`config.mk`:
```
export PLATFORM = sky130hd
export DESIGN_NAME = jt51_interp
export DESIGN_NICKNAME = d
export VERILOG_FILES = /design/src/rtl/jt51_interp.sv
export SDC_FILE = /design/constraint.sdc
export NUM_CORES = 1
export LEC_CHECK = 0
export CAP_MARGIN = 20
export CELL_PAD_IN_SITES_DETAIL_PLACEMENT = 0
export CELL_PAD_IN_SITES_GLOBAL_PLACEMENT = 1
export CORE_UTILIZATION = 40
export CTS_BUF_LIST = sky130_fd_sc_hd__clkbuf_16
export CTS_CLUSTER_DIAMETER = 100
export CTS_CLUSTER_SIZE = 20
export DETAILED_ROUTE_END_ITERATION = 16
export HOLD_SLACK_MARGIN = 0.02
export PLACE_DENSITY_LB_ADDON = 0.1
export SETUP_SLACK_MARGIN = 0.5
export SKIP_CTS_REPAIR_TIMING = 1
export SYNTH_ARGS = -nofsm -noshare
export SYNTH_HDL_FRONTEND = slang
export SYNTH_SLANG_ARGS = --single-unit
```
`constraint.sdc`:
```
create_clock -name clk -period 2.4 [get_ports clk]
set_input_delay 0.48 -clock clk [delete_from_list [all_inputs] [get_ports clk]]
set_output_delay 0.48 -clock clk [all_outputs]
set_load 0.05 [all_outputs]
```
`src/rtl/jt51_interp.sv`:
```
// rtl/jt51_interp.sv - linear interpolating upsampler for the stereo FIR output
module jt51_interp #(
  parameter int data_width = 12,
  parameter int log2_ratio = 2
) (
  input  logic                         clk,
  input  logic                         rst,
  input  logic                         sample_in,
  input  logic signed [data_width-1:0] left_in,
  input  logic signed [data_width-1:0] right_in,
  input  logic                         cen_out,
  output logic signed [data_width-1:0] left_out,
  output logic signed [data_width-1:0] right_out,
  output logic                         sample_out,
  output logic                         overrun
);

  localparam int acc_w = data_width + log2_ratio;
  localparam int dlt_w = data_width + 1;
  localparam int cnt_w = (log2_ratio > 0) ? log2_ratio : 1;
  localparam logic [cnt_w-1:0] cnt_last = cnt_w'((1 << log2_ratio) - 1);

  localparam logic [1:0] st_idle = 2'd0;
  localparam logic [1:0] st_calc = 2'd1;
  localparam logic [1:0] st_run  = 2'd2;

  logic [1:0]       state;
  logic [cnt_w-1:0] cnt;
  logic             pending;

  logic signed [data_width-1:0] left_tgt,   right_tgt;
  logic signed [data_width-1:0] left_pend,  right_pend;
  logic signed [acc_w-1:0]      left_acc,   right_acc;
  logic signed [dlt_w-1:0]      left_delta, right_delta;

  logic signed [acc_w-1:0] left_acc_nx, right_acc_nx;
  logic signed [acc_w-1:0] left_sh,     right_sh;

  // Accumulator only moves in RUN; elsewhere the held value is re-emitted.
  always_comb begin
    left_acc_nx  = left_acc;
    right_acc_nx = right_acc;
    if (state == st_run) begin
      left_acc_nx  = left_acc  + acc_w'(left_delta);
      right_acc_nx = right_acc + acc_w'(right_delta);
    end
  end

  assign left_sh  = left_acc_nx  >>> log2_ratio;
  assign right_sh = right_acc_nx >>> log2_ratio;

  always_ff @(posedge clk) begin
    if (rst) begin
      state       <= st_idle;
      cnt         <= '0;
      pending     <= 1'b0;
      overrun     <= 1'b0;
      sample_out  <= 1'b0;
      left_out    <= '0;
      right_out   <= '0;
      left_tgt    <= '0;
      right_tgt   <= '0;
      left_pend   <= '0;
      right_pend  <= '0;
      left_acc    <= '0;
      right_acc   <= '0;
      left_delta  <= '0;
      right_delta <= '0;
    end else begin
      sample_out <= cen_out;
      if (cen_out) begin
        left_out  <= left_sh[data_width-1:0];
        right_out <= right_sh[data_width-1:0];
      end

      case (state)
        st_idle: begin
          if (pending || sample_in) state <= st_calc;
        end
        st_calc: begin
          left_acc    <= acc_w'(left_tgt)  <<< log2_ratio;
          right_acc   <= acc_w'(right_tgt) <<< log2_ratio;
          left_delta  <= dlt_w'(left_pend)  - dlt_w'(left_tgt);
          right_delta <= dlt_w'(right_pend) - dlt_w'(right_tgt);
          left_tgt    <= left_pend;
          right_tgt   <= right_pend;
          cnt         <= '0;
          state       <= st_run;
        end
        st_run: begin
          if (cen_out) begin
            left_acc  <= left_acc_nx;
            right_acc <= right_acc_nx;
            cnt       <= cnt + cnt_w'(1);
            if (cnt == cnt_last) state <= st_idle;
          end
        end
        default: state <= st_idle;
      endcase

      // A capture during CALC is not a loss: the old pending word is consumed that cycle.
      if (sample_in) begin
        left_pend  <= left_in;
        right_pend <= right_in;
        pending    <= 1'b1;
        if (pending && state != st_calc) overrun <= 1'b1;
      end else if (state == st_calc) begin
        pending <= 1'b0;
      end
    end
  end

endmodule

```
==> results.yml <==
outcome:
  status: "completed"
timing:
  final.setup.tns_ns: 0
  setup_ws_ns: 0.256
  grt_setup_unrepaired: "yes"
  clock.fmax_ghz: 0.467
  period_minus_slack_ns: 2.14
  fin_crit_sh: 0.893
  slew_headroom: 0.565
  hold_violations: 0
  slew_violations: 0
  tightest_slew_ns: 0.653
  skew_ns: 0.0116
  setup_viol: 0
route:
  drcViolationCount: 0
  drtPass1Iterations: 5
  postRouteAntennaNets: 0
  first_iter_violations: 494
  vias: 6823
  via_per_inst: 5.63
  wl_um: 21800
  wl_per_cell_um: 18.0
clock_network:
  path_clk_slew_ns: 0.06
  cts_root_buf: "clkbuf_16"
  cts_sinks: 133
  cts_buffers: 17
  clk_latency_ns: 0.42
  clockBufferDepth: 2
  htreeDepth: 4
  tritoncts: "done"
global_route:
  grt_overflow: 0
  track_usage: 0.224
  grt.busiest_layer: "met1"
  grt_pass1_wl_um: 32100
  grt_pass1_vias: 5919
  met2_usage: 0.312
  grt_use_met1: 0.350
  grt_max_degree: 63
  antenna_found_initial: 0
  met3_usage: 0.0350
cells_and_area:
  diodes: 0
  layout.nets: 1053
  fillers: 1642
  syn2layout_area_growth_pct: 35.6
  drive_above_1_share: 0.266
power:
  p_leak_nw: 4.08
  powerDensity_nw_per_um2: 693
  irDropWorstVdd_v: 0.000567
yosys:
  syn_nets: 975
  ys_top_cells_by_area: "dfxtp_1, ha_1, nand2_1"
  yosys.area.top_type_share: 0.364
  ys_seq_area_frac: 0.364
  ys_ff_latch: 133
  synth_ff_type: "dfxtp_1"
  yosysWarningCount: 0
  synth_edf_count: 0
  synth_fa_ha_area_frac: 0.0983
  synthSimpleGateAreaFrac: 0.184
  async_reset_ff_frac: 0
  syn_avg_cell_area_sq_um: 8.19
  synth_area_sq_um: 7310
  synth_cells: 892
  yosysTopAreaCell: "dfxtp_1"
  synthXorXnorAreaFrac: 0.0348
  yosysUniqueCellTypes: 65
  synthMuxAreaShare: 0.0413
  synth_top_family_by_area: "compound AO/OA/AOI/OAI gates"
  synth-compound-area-share: 0.231
setup_path:
  r2r.worst_path.cells: 9
  crit_arrival_ns: 2.47
  r2r_end: "left_out[6]"
  worstPathMaxFanout: 3
  path_cells: "ha_4 > fa_2 > a211oi_2 > o21ai_1 > a31oi_2 > buf_4 > xnor2_2 > nand2_2 > a311oi_1"
  critPathKind: "flip-flop to flip-flop"
  reg2reg_from: "left_acc[0]"
  reg2reg_slack_ns: 0.26
  required_ns: 2.73
  start_kind: "flip-flop"
  max_stage_delay_ns: 0.39
  slowest_stage: "fa_2"
  crit_path_end_kind: "flip-flop"
floorplanning:
  die_w_um: 137
  pin_count: 54
  dieHeight_um: 137
  rows: 49
  dieArea_sq_um: 18800
  start_util: 0.407
  fp.coreArea_sq_um: 18000
placed_design:
  numPortBuffers: 53
  post-place-ws_ns: 0.178
  gp_congestion: 0.899
  post-dp-hpwl_um: 14600
job:
  maxCapViolations: 0
min_path:
  hp-class: "flip-flop to flip-flop"
  hp-start: "right_out[11]"
  holdPathEnd: "right_out[11]"
  holdPathStages: 2
## report_power, final
group	switching [mW]	internal (mW)	total, mW
combinational	0.978	0.755	1.73
clock	0.987	1.60	2.59
sequential	0.175	2.38	2.55
## logic make-up after synthesis
group / after synthesis
simple gates: 303
compound gates: 256
flops: 133
buf+inv: 86
fa+ha+maj: 55
mux: 30
xor+xnor: 29
## cell usage in the layout, fill, tap and decap left out, drive strengths merged, types with 9 or more instances in the layout
cell           instances
inv                   38
nor2                 103
buf                   58
nand2                114
nand4                 11
dlymetal6s2s          26
xnor2                 17
ha                    51
a31oi                  9
a311oi                10
nand3                 19
a21oi                 82
clkdlybuf4s50         25
dfxtp                133
a211oi                24
o21a                   9
nor2b                 13
mux2i                 29
nand2b                11
a21o                  14
xor2                  12
o21ai                 56
clkbuf                17
## stage by stage
stage	instance area, sq um	hold WS (ns)	util	total power [mW]	std cells
finish	9910	0.441	0.552	6.87	1211
global route	9910	0.466	0.552	7.19	1211
CTS	8770	0.444	0.488	6.57	1174
detailed placement	8200	0.442	0.457	3.97	1143
global placement	8200	0.440	0.457	3.95	1143
floorplan	7430	0.436	-	3.54	892
## state kept, by name (all words and copies together), names as in the netlist, 13 cells and up
register,cells
left_acc,14
right_acc,14
left_delta,13
right_delta,13
## critical path: cells and delay by family, from the launching register on
family          cells  cell delay (ns)
compound gates      4             0.84
simple gates        1             0.08
xor+xnor            1             0.10
flops               1             0.33
fa+ha+maj           2             0.56
buf+inv             1             0.15
## routing by layer
| metal | up-vias | wire (um) |
|---|---|---|
| met5 | - | 0 |
| met4 | 0 | 248 |
| met3 | 20 | 734 |
| met2 | 146 | 9450 |
| met1 | 3318 | 11400 |
| li1 | 3339 | - |
## layout make-up
cell class              count  area (sq um)  area share
clock buffers              17           425      0.0429
flip-flops and latches    133          2730       0.276
clock inverters            14           145      0.0147
well taps                 229           287      0.0289
repair buffers            109          1020       0.103
multi-input cells         673          5160       0.521
inverters                  36           138      0.0139
## Yosys cell counts, drive strengths merged, types with 6 or more instances
master   number
nor2b        13
xnor2        17
xor2         12
a21o         14
mux2i        29
nand2b       11
buf          22
inv          36
o21ai        56
nor4          6
dfxtp       133
nand2       114
a21oi        82
a211oi       24
a311oi       10
nand3        19
nor2        103
ha           51
nand4        11
a31oi         9
nor3          8
o211ai        8
o21a          9
a2111oi       6
clkbuf       28
## worst max path at each step
stage	endpoint	slack [ns]	cells past startpoint	start
after detailed placement	right_delta[10]	0.18	9	right_pend[0]
after global routing	right_out[6]	0.18	9	right_acc[0]
after floorplan	right_out[6]	0.40	9	right_acc[0]
after global placement	right_delta[10]	0.19	5	rst
final	left_out[6]	0.26	9	left_acc[0]
after CTS	right_delta[12]	0.15	10	right_pend[0]
(Power assumes the default switching activity.)
